--- config.mk ---
export PLATFORM = sky130hd
export DESIGN_NAME = sram_bus_adapter
export DESIGN_NICKNAME = d
export VERILOG_FILES = /design/src/rtl/sram_bus_adapter.sv
export SDC_FILE = /design/constraint.sdc
export NUM_CORES = 1
export LEC_CHECK = 0
export BUFFER_PORTS_ARGS = -buffer_cell sky130_fd_sc_hd__buf_2
export CAP_MARGIN = 20
export CORE_MARGIN = 5
export CORE_UTILIZATION = 35
export CTS_CLUSTER_DIAMETER = 80
export DETAILED_ROUTE_END_ITERATION = 6
export PLACE_DENSITY = 0.66
export RECOVER_POWER = 25
export SKIP_CTS_REPAIR_TIMING = 1
export SYNTH_ARGS = -nofsm -noshare
export SYNTH_HDL_FRONTEND = slang
export SYNTH_SLANG_ARGS = --single-unit
--- constraint.sdc ---
create_clock -name clk_i -period 1.9 [get_ports clk_i]
set_input_delay 0.095 -clock clk_i [delete_from_list [all_inputs] [get_ports clk_i]]
set_output_delay 0.095 -clock clk_i [all_outputs]
set_load 0.005 [all_outputs]
--- src/rtl/sram_bus_adapter.sv ---
// Byte-addressed valid/ready request bus to a single-port word SRAM with per-byte write mask.
// Latency accept->rsp_valid_o: error 1, write 2, read 3 cycles; one request in flight at a time.
// Backpressure: req_ready_o high only in IDLE; the response is held until rsp_ready_i.
// Optional feature macro SRAM_RD_SIGNEXT_EN: adds req_signed_i, sign-extends sub-word reads.
// Ports: clk_i/rst_ni clock and async active-low reset; req_* request channel (we, byte addr,
//   size 0..3 = byte..doubleword, LSB-justified wdata); rsp_* response channel (rdata, err);
//   sram_* macro side (csb/web active low, word addr, byte wmask, din, dout one cycle after read).
module sram_bus_adapter #(
   parameter  int WIDTH  = 32,
   parameter  int DEPTH  = 256,
   localparam int AWIDTH = $clog2(DEPTH * WIDTH / 8),
   localparam int LWIDTH = (WIDTH == 8) ? 1 : $clog2(WIDTH / 8),
   localparam int WAW    = $clog2(DEPTH)
) (
   input  logic                clk_i,
   input  logic                rst_ni,
   input  logic                req_valid_i,
   output logic                req_ready_o,
   input  logic                req_we_i,
   input  logic [AWIDTH-1:0]   req_addr_i,
   input  logic [1:0]          req_size_i,
   input  logic [WIDTH-1:0]    req_wdata_i,
`ifdef SRAM_RD_SIGNEXT_EN
   input  logic                req_signed_i,
`endif
   output logic                rsp_valid_o,
   input  logic                rsp_ready_i,
   output logic [WIDTH-1:0]    rsp_rdata_o,
   output logic                rsp_err_o,
   output logic                sram_csb_o,
   output logic                sram_web_o,
   output logic [WAW-1:0]      sram_addr_o,
   output logic [WIDTH/8-1:0]  sram_wmask_o,
   output logic [WIDTH-1:0]    sram_din_o,
   input  logic [WIDTH-1:0]    sram_dout_i
);

   localparam int         NB       = WIDTH / 8;
   localparam int         OFFB     = $clog2(NB);
   localparam logic [1:0] MAX_SIZE = 2'(OFFB);

   typedef enum logic [2:0] {IDLE, RD_ISSUE, RD_WAIT, WR_ISSUE, RSP} state_t;
   state_t state;

   logic [LWIDTH-1:0] off, off_q;
   logic [3:0]        nbm1, nbm1_q;   // transfer bytes minus one
   logic              req_err;
   logic [NB-1:0]     wmask_n;
   logic [WIDTH-1:0]  din_n;
   logic [WIDTH-1:0]  rd_shift;
   logic [WIDTH-1:0]  rd_ext;
   logic              sign_bit;
   logic              sext_en;

   // A byte-wide SRAM has no lane offset; the single LWIDTH bit is forced to zero.
   assign off = req_addr_i[LWIDTH-1:0] & LWIDTH'(NB - 1);

   always_comb begin
      case (req_size_i)
         2'd0:    nbm1 = 4'd0;
         2'd1:    nbm1 = 4'd1;
         2'd2:    nbm1 = 4'd3;
         default: nbm1 = 4'd7;
      endcase
   end

   assign req_err = (req_size_i > MAX_SIZE) | ((4'(off) & nbm1) != 4'd0);

   // Lane mask covers [off, off+nbm1]; write data is the low transfer replicated on every lane.
   always_comb begin
      wmask_n = '0;
      din_n   = '0;
      for (int i = 0; i < NB; i++) begin
         wmask_n[i] = req_we_i && (4'(i) >= 4'(off)) && (4'(i) <= 4'(off) + nbm1);
         for (int j = 0; j < NB; j++) begin
            if (4'(j) == (4'(i) & nbm1)) begin
               din_n[8*i +: 8] = req_wdata_i[8*j +: 8];
            end
         end
      end
   end

   assign rd_shift = sram_dout_i >> {off_q, 3'b000};

`ifdef SRAM_RD_SIGNEXT_EN
   logic signed_q;

   always_ff @(posedge clk_i or negedge rst_ni) begin
      if (!rst_ni) begin
         signed_q <= 1'b0;
      end else if (state == IDLE && req_valid_i) begin
         signed_q <= req_signed_i;
      end
   end

   // Full-word reads have nothing to extend.
   assign sext_en = signed_q && (nbm1_q < 4'(NB - 1));
`else
   assign sext_en = 1'b0;
`endif

   always_comb begin
      rd_ext   = '0;
      sign_bit = 1'b0;
      for (int j = 0; j < NB; j++) begin
         if (4'(j) == nbm1_q) sign_bit = rd_shift[8*j+7];
      end
      for (int j = 0; j < NB; j++) begin
         if (4'(j) <= nbm1_q)  rd_ext[8*j +: 8] = rd_shift[8*j +: 8];
         else if (sext_en)     rd_ext[8*j +: 8] = {8{sign_bit}};
      end
   end

   assign req_ready_o = rst_ni & (state == IDLE);

   always_ff @(posedge clk_i or negedge rst_ni) begin
      if (!rst_ni) begin
         state        <= IDLE;
         sram_csb_o   <= 1'b1;
         sram_web_o   <= 1'b1;
         sram_addr_o  <= '0;
         sram_wmask_o <= '0;
         sram_din_o   <= '0;
         rsp_valid_o  <= 1'b0;
         rsp_rdata_o  <= '0;
         rsp_err_o    <= 1'b0;
         off_q        <= '0;
         nbm1_q       <= '0;
      end else begin
         // Strobe is a single-cycle pulse; addr/din keep their last value.
         sram_csb_o   <= 1'b1;
         sram_web_o   <= 1'b1;
         sram_wmask_o <= '0;
         case (state)
            IDLE: begin
               if (req_valid_i) begin
                  off_q  <= off;
                  nbm1_q <= nbm1;
                  if (req_err) begin
                     rsp_valid_o <= 1'b1;
                     rsp_err_o   <= 1'b1;
                     rsp_rdata_o <= '0;
                     state       <= RSP;
                  end else begin
                     sram_csb_o   <= 1'b0;
                     sram_web_o   <= ~req_we_i;
                     sram_addr_o  <= WAW'(req_addr_i >> OFFB);
                     sram_wmask_o <= wmask_n;
                     sram_din_o   <= din_n;
                     state        <= req_we_i ? WR_ISSUE : RD_ISSUE;
                  end
               end
            end
            RD_ISSUE: state <= RD_WAIT;
            RD_WAIT: begin
               rsp_rdata_o <= rd_ext;
               rsp_err_o   <= 1'b0;
               rsp_valid_o <= 1'b1;
               state       <= RSP;
            end
            WR_ISSUE: begin
               rsp_rdata_o <= '0;
               rsp_err_o   <= 1'b0;
               rsp_valid_o <= 1'b1;
               state       <= RSP;
            end
            RSP: begin
               if (rsp_ready_i) begin
                  rsp_valid_o <= 1'b0;
                  state       <= IDLE;
               end
            end
            default: state <= IDLE;
         endcase
      end
   end

endmodule

Word level (Yosys, flattened, before mapping)

Cells that the tools add are included.

Add/subtract/negate cells: 1
$mul: 0
Div/mod/pow operators: 0
Order comparisons: 12
Eq/ne operators: 12
Shift operators: 1
Mux-type cells: 35
Bitwise logic cells: 5
Reductions and logical operators: 23

Operators by type and width:

| kind                 | number |
|---|---|
| $mux W8              | 12 |
| $pmux W32 S3         | 1 |
| $mux W32             | 2 |
| $shr A32 B5 Y32      | 1 |
| $le A1 B4 Y1 const A | 4 |
| $le A2 B4 Y1 const A | 4 |
| $logic_not A4 Y1     | 3 |
| $mux W4              | 3 |
| $pmux W3 S4          | 1 |
| $mux W1              | 9 |
| $mux W3              | 3 |
| $pmux W3 S3          | 1 |
| $reduce_and A3 Y1    | 3 |
| $logic_and A1 B1 Y1  | 7 |
| $eq A3 B2 Y1 const B | 2 |
| $ne A2 B2 Y1 const B | 3 |
| $reduce_bool A3 Y1   | 2 |
| $add A2 B3 Y4        | 1 |
| $and A2 B4 Y4        | 1 |
| $eq A2 B2 Y1 const A | 2 |
| $ge A1 B2 Y1 const A | 2 |
| $reduce_and A2 Y1    | 2 |
| $reduce_and A4 Y1    | 1 |
| $reduce_bool A4 Y1   | 1 |
| other kinds (17)     | 18 |

Flip-flop bits (word level): 89
Bits in latches: 0
RAM bits: 0
Bits in read-only memories: 0
Logic and storage cells: 100
Memories kept: 0

Logic depth before layout (Yosys ltp)

Depth in word-level cells: 8
Depth in mapped cells: 10
Gate-level depth less buffers: 8

Worst setup path before layout

OpenSTA, ideal clock, no wires.

Path type: input port to flip-flop
From: in req_size_i[0]
To: reg sram_addr_o[0]
Setup time: 0.128 ns
Arrival: 2.363 ns
Data required time: 1.772 ns
Setup slack: -0.591 ns
Cell stages on the path: 9
Cells stage by stage: buf_1 nor2_2 inv_1 ha_1 a211oi_2 and2_1 buf_4 buf_4 mux2_1

Word-level cells in the longest chain between the ends: 7
Elaborated cells between the ends (all ways): 10
Those cells by class: 1 x order compare; 2 x eq/ne; 1 x mux; 3 x bitwise; 3 x reduce/logical

RTL lines:

| item                                 | line | text |
|---|---|---|
| from (decl)                          | 21   | `input logic [1:0] req_size_i,` |
| $eq A2 B2 Y1 (tied with other cells) | 59   | `case (req_size_i)` |
| $pmux W3 S3 *                        | 59   |  |
| named net nbm1[0]                    | 46   | `logic [3:0] nbm1, nbm1_q;` |
| $and A2 B4 Y4 *                      | 67   | `assign req_err = (req_size_i > MAX_SIZE) \| ((4'(off) & nbm1) != 4'd0);` |
| $reduce_bool A4 Y1 *                 | 67   |  |
| $or A1 B1 Y1 *                       | 67   |  |
| $not A1 Y1 (no source line) *        | --   |  |
| $reduce_and A3 Y1 (no source line) * | --   |  |
| to (signal assigned)                 | 147  | `sram_addr_o <= WAW'(req_addr_i >> OFFB);` |
| to (decl)                            | 32   | `output logic [WAW-1:0] sram_addr_o,` |

The timed path passes the listed nets; every way through them passes the cells marked *.
A chain may end at the register's enable or synchronous reset.

Worst setup path after layout

From: reg state[2]
To: reg rsp_rdata_o[15]

Word-level cells in the longest chain between the ends: 3
Elaborated cells between the ends (all ways): 8
Those cells by class: 4 x eq/ne; 1 x mux; 3 x reduce/logical

RTL lines:

| item                                                                | line | text |
|---|---|---|
| from (decl)                                                         | 43   | `state_t state;` |
| from (signal assigned)                                              | 150  | `state <= req_we_i ? WR_ISSUE : RD_ISSUE;` |
| $eq A3 B2 Y1 or $logic_not A3 Y1 (tied branches)                    | 134  | `case (state)` |
| $reduce_bool A3 Y1 (no source line) or $ne A2 B2 Y1 (tied branches) | --   |  |
| $reduce_and A3 Y1 (no source line)                                  | --   |  |
| to (signal assigned)                                                | 156  | `rsp_rdata_o <= rd_ext;` |
| to (decl)                                                           | 28   | `output logic [WIDTH-1:0] rsp_rdata_o,` |

Several ways; a longest one is shown, not always the timed one.

==> flow_summary_export.csv <==
group,metric,value,unit
timing,min_period,1.699,ns
die,die_y,118.3,um
timing,hold_violations,0,
die,core,0.01147,mm^2
worst_setup_path,crit_fanout,33,
yosys,synth-compound-area-share,16.85,%
yosys,syn-cell-area,0.004106,mm^2
yosys,yosys.area_share.simple,5.515,%
clock_network,clock_path_buffers,2,
min_path,min_to,"sram_wmask_o[0]",
yosys,synth_mux_area_share,19.35,%
placement,place_area,0.005244,mm^2
detailed_routing,post_drt_wl_per_cell,17.91,um
timing,worst_pin_slew,1.200,ns
clock_network,clk_pin_slew,0.07,ns
grt,gr-usage-all-layers,17.06,%
clock_network,cts_max_level,3,
yosys,synth_largest_area_cell,"dfrtp_1",
clock_network,clk_latency,0.34,ns
yosys,synth_xor_area_share,0,%
placement,dp.cells,640,
yosys,syn_nets,427,
detailed_routing,m1WireLength,5.414,mm
worst_setup_path,arrival,1.92,ns
timing,post-route-period-util,89.40,%
job,cap_violations,0,
worst_setup_path,start_kind,"flop",
worst_setup_path,worstPathRequired,2.13,ns
timing,finalClockSkew,0.005495,ns
worst_setup_path,critPathKind,"flop to flop",
timing,max_slew_margin,20.01,%
yosys,synth_seq_area_share,53.69,%
min_path,hold_depth,2,
yosys,synth_fa_ha_area_share,1.097,%
grt,grt_pass1_wl,19.45,mm
die,ioPinCount,162,
detailed_routing,first_iter_violations,167,
detailed_routing,top_layer,"met4",
worst_setup_path,regToRegEndpoint,"rsp_rdata_o[15]",
detailed_routing,wl_met3,827,um
worst_setup_path,r2r-start,"state[2]",
yosys,syn_area_per_cell,11.97,um^2
layout,drive_above_1_share,42.94,%
yosys,synth_top_family_by_area,"multiplexers",
detailed_routing,ant_nets,0,
grt,antenna_found_initial,0,
die,rows,39,
grt,grt-ovfl-total,0,
pwr,power,7.909,mW
placement,gp_congestion,0.8580,
timing,hold_ws,0.007840,ns
worst_setup_path,r2r_cells,5,
detailed_routing,wl,11.95,mm
min_path,hp-start,"req_addr_i[1]",
layout,fin_nets,603,
placement,port_buffers,161,
die,chipWidth,118.3,um
layout,design_area,0.005644,mm^2
yosys,yosys_warnings,0,
detailed_routing,via_count,3450,
worst_setup_path,end_kind,"flop",
timing,final_max_slew_viol_count,0,
yosys,synth.top_cell.area_share,52.41,%
detailed_routing,met2_length,5.521,mm
clock_network,cts-root-buf,"clkbuf_16",
layout,final_common_cell,"buf_2",
detailed_routing,dr.pass1.iters,4,
timing,setup_viol,0,
pwr,leakage,2.829,nW
grt,grt_pass1_vias,3627,
clock_network,cts_buffers,9,
layout,antennaDiodeCount,0,
worst_setup_path,rrSetupSlack,0.20,ns
clock_network,clock-sinks,88,
pwr,ir_drop,0.6482,mV
die,start_util,35.81,%
timing,rsz0062_at_grt,"false",
layout,mostFrequentLayoutCells,"buf_2, dfrtp_1, mux2i_1",
detailed_routing,viasPerCell,5.172,
layout,layoutNonFillerInstCount,667,
die,die-area,0.01400,mm^2
yosys,synth-seq-cells,88,
timing,fmax,588.8,MHz
clock_network,cts_tree,"built",
pwr,powerDensity,1401,mW/mm^2
detailed_routing,drc,0,
placement,dp_hpwl,8.796,mm
min_path,hp-class,"input port to flop",
grt,grt_max_degree,89,
yosys,yosysUniqueCellTypes,42,
yosys,syn_inst,343,
yosys,synthTopCellsByArea,"dfrtp_1, mux2i_1, mux2_1",
layout,area_growth,37.45,%
run_status,outcome,"completed",
-- worst max-delay path by stage --
stage / depth (start not counted) / slack, ns / from / to
global route: 5 / 0.13 / state[2] / rsp_rdata_o[31]
global placement: 8 / 0.22 / req_size_i[1] / sram_din_o[24]
floorplan: 9 / -0.03 / req_size_i[1] / sram_addr_o[0]
finish: 5 / 0.20 / state[2] / rsp_rdata_o[15]
CTS: 5 / 0.20 / state[2] / rsp_rdata_o[26]
detailed placement: 8 / 0.20 / req_size_i[1] / sram_din_o[24]
-- logic make-up (layout without fill, tap and decap cells) --
kind of cell               Yosys count  count (layout)
AOI/OAI and AO/OA                   98              98
DFF                                 88              88
muxes                               76              76
and+or+nand+nor                     44              44
buffers and inverters               34             215
adders and majority gates            3               3
-- power breakdown --
part	switching [mW]	internal, mW	leakage, nW
logic	1.42	1.56	1.58
clock network	0.770	1.03	0.147
registers	0.498	2.63	1.10
total	2.69	5.22	2.83
-- area by class of cell --
| cell class | instances | area (um^2) |
|---|---|---|
| fillers | 1027 | 5823 |
| flip-flops and latches | 88 | 2205 |
| multi-input cells | 221 | 1833 |
| repair buffers | 190 | 1091 |
| clock buffers | 9 | 225.2 |
| well taps | 143 | 178.9 |
| clock inverters | 7 | 77.57 |
| inverters | 9 | 33.78 |
-- flip-flops by register name, summed over array words and instances (netlist names) --
name and count:
sram_addr_o 8, nbm1_q 3, sram_wmask_o 4, rsp_rdata_o 32, sram_web_o 1, off_q 2
state 3, rsp_err_o 1, sram_din_o 32, rsp_valid_o 1, sram_csb_o 1
-- stage by stage --
stage	setup TNS [ns]	worst slack, ns	utilization [%]
global placement	0	0.2220	45.73
floorplan	-0.3284	-0.03174	-
detailed placement	0	0.2017	45.73
global route	0	0.1305	49.22
finish	0	0.2015	49.22
CTS	0	0.2035	48.37
-- critical path, stage by stage (launching register included) --
cell,delay (ns)
dfrtp_1,0.41
nor4b_4,0.29
buf_4,0.33
a21oi_2,0.12
buf_12,0.18
a22o_1,0.24
-- layer usage --
layer,global-route usage (%),up-vias
li1,-,1617
met2,26.02,135
met5,0,-
met4,5.806,0
met3,4.680,15
met1,23.48,1683
-- cell usage after synthesis (all sizes together) --
cell	n
nand2	26
a221oi	1
fa	1
and2	1
nor2b	2
inv	8
dfstp	2
o31a	1
a211oi	2
clkbuf	15
o32a	1
mux2	27
o2bb2ai	16
a32o	8
o21ai	10
dfrtp	86
nand2b	1
buf	10
nand3	2
a21oi	37
a211o	1
o211ai	1
a311oi	1
o41ai	1
clkinv	1
nor3	2
o21a	1
nor4b	3
a21boi	1
nor3b	2
a22o	16
mux2i	49
nor2	5
ha	2
Power figures use the tool's default switching activity.
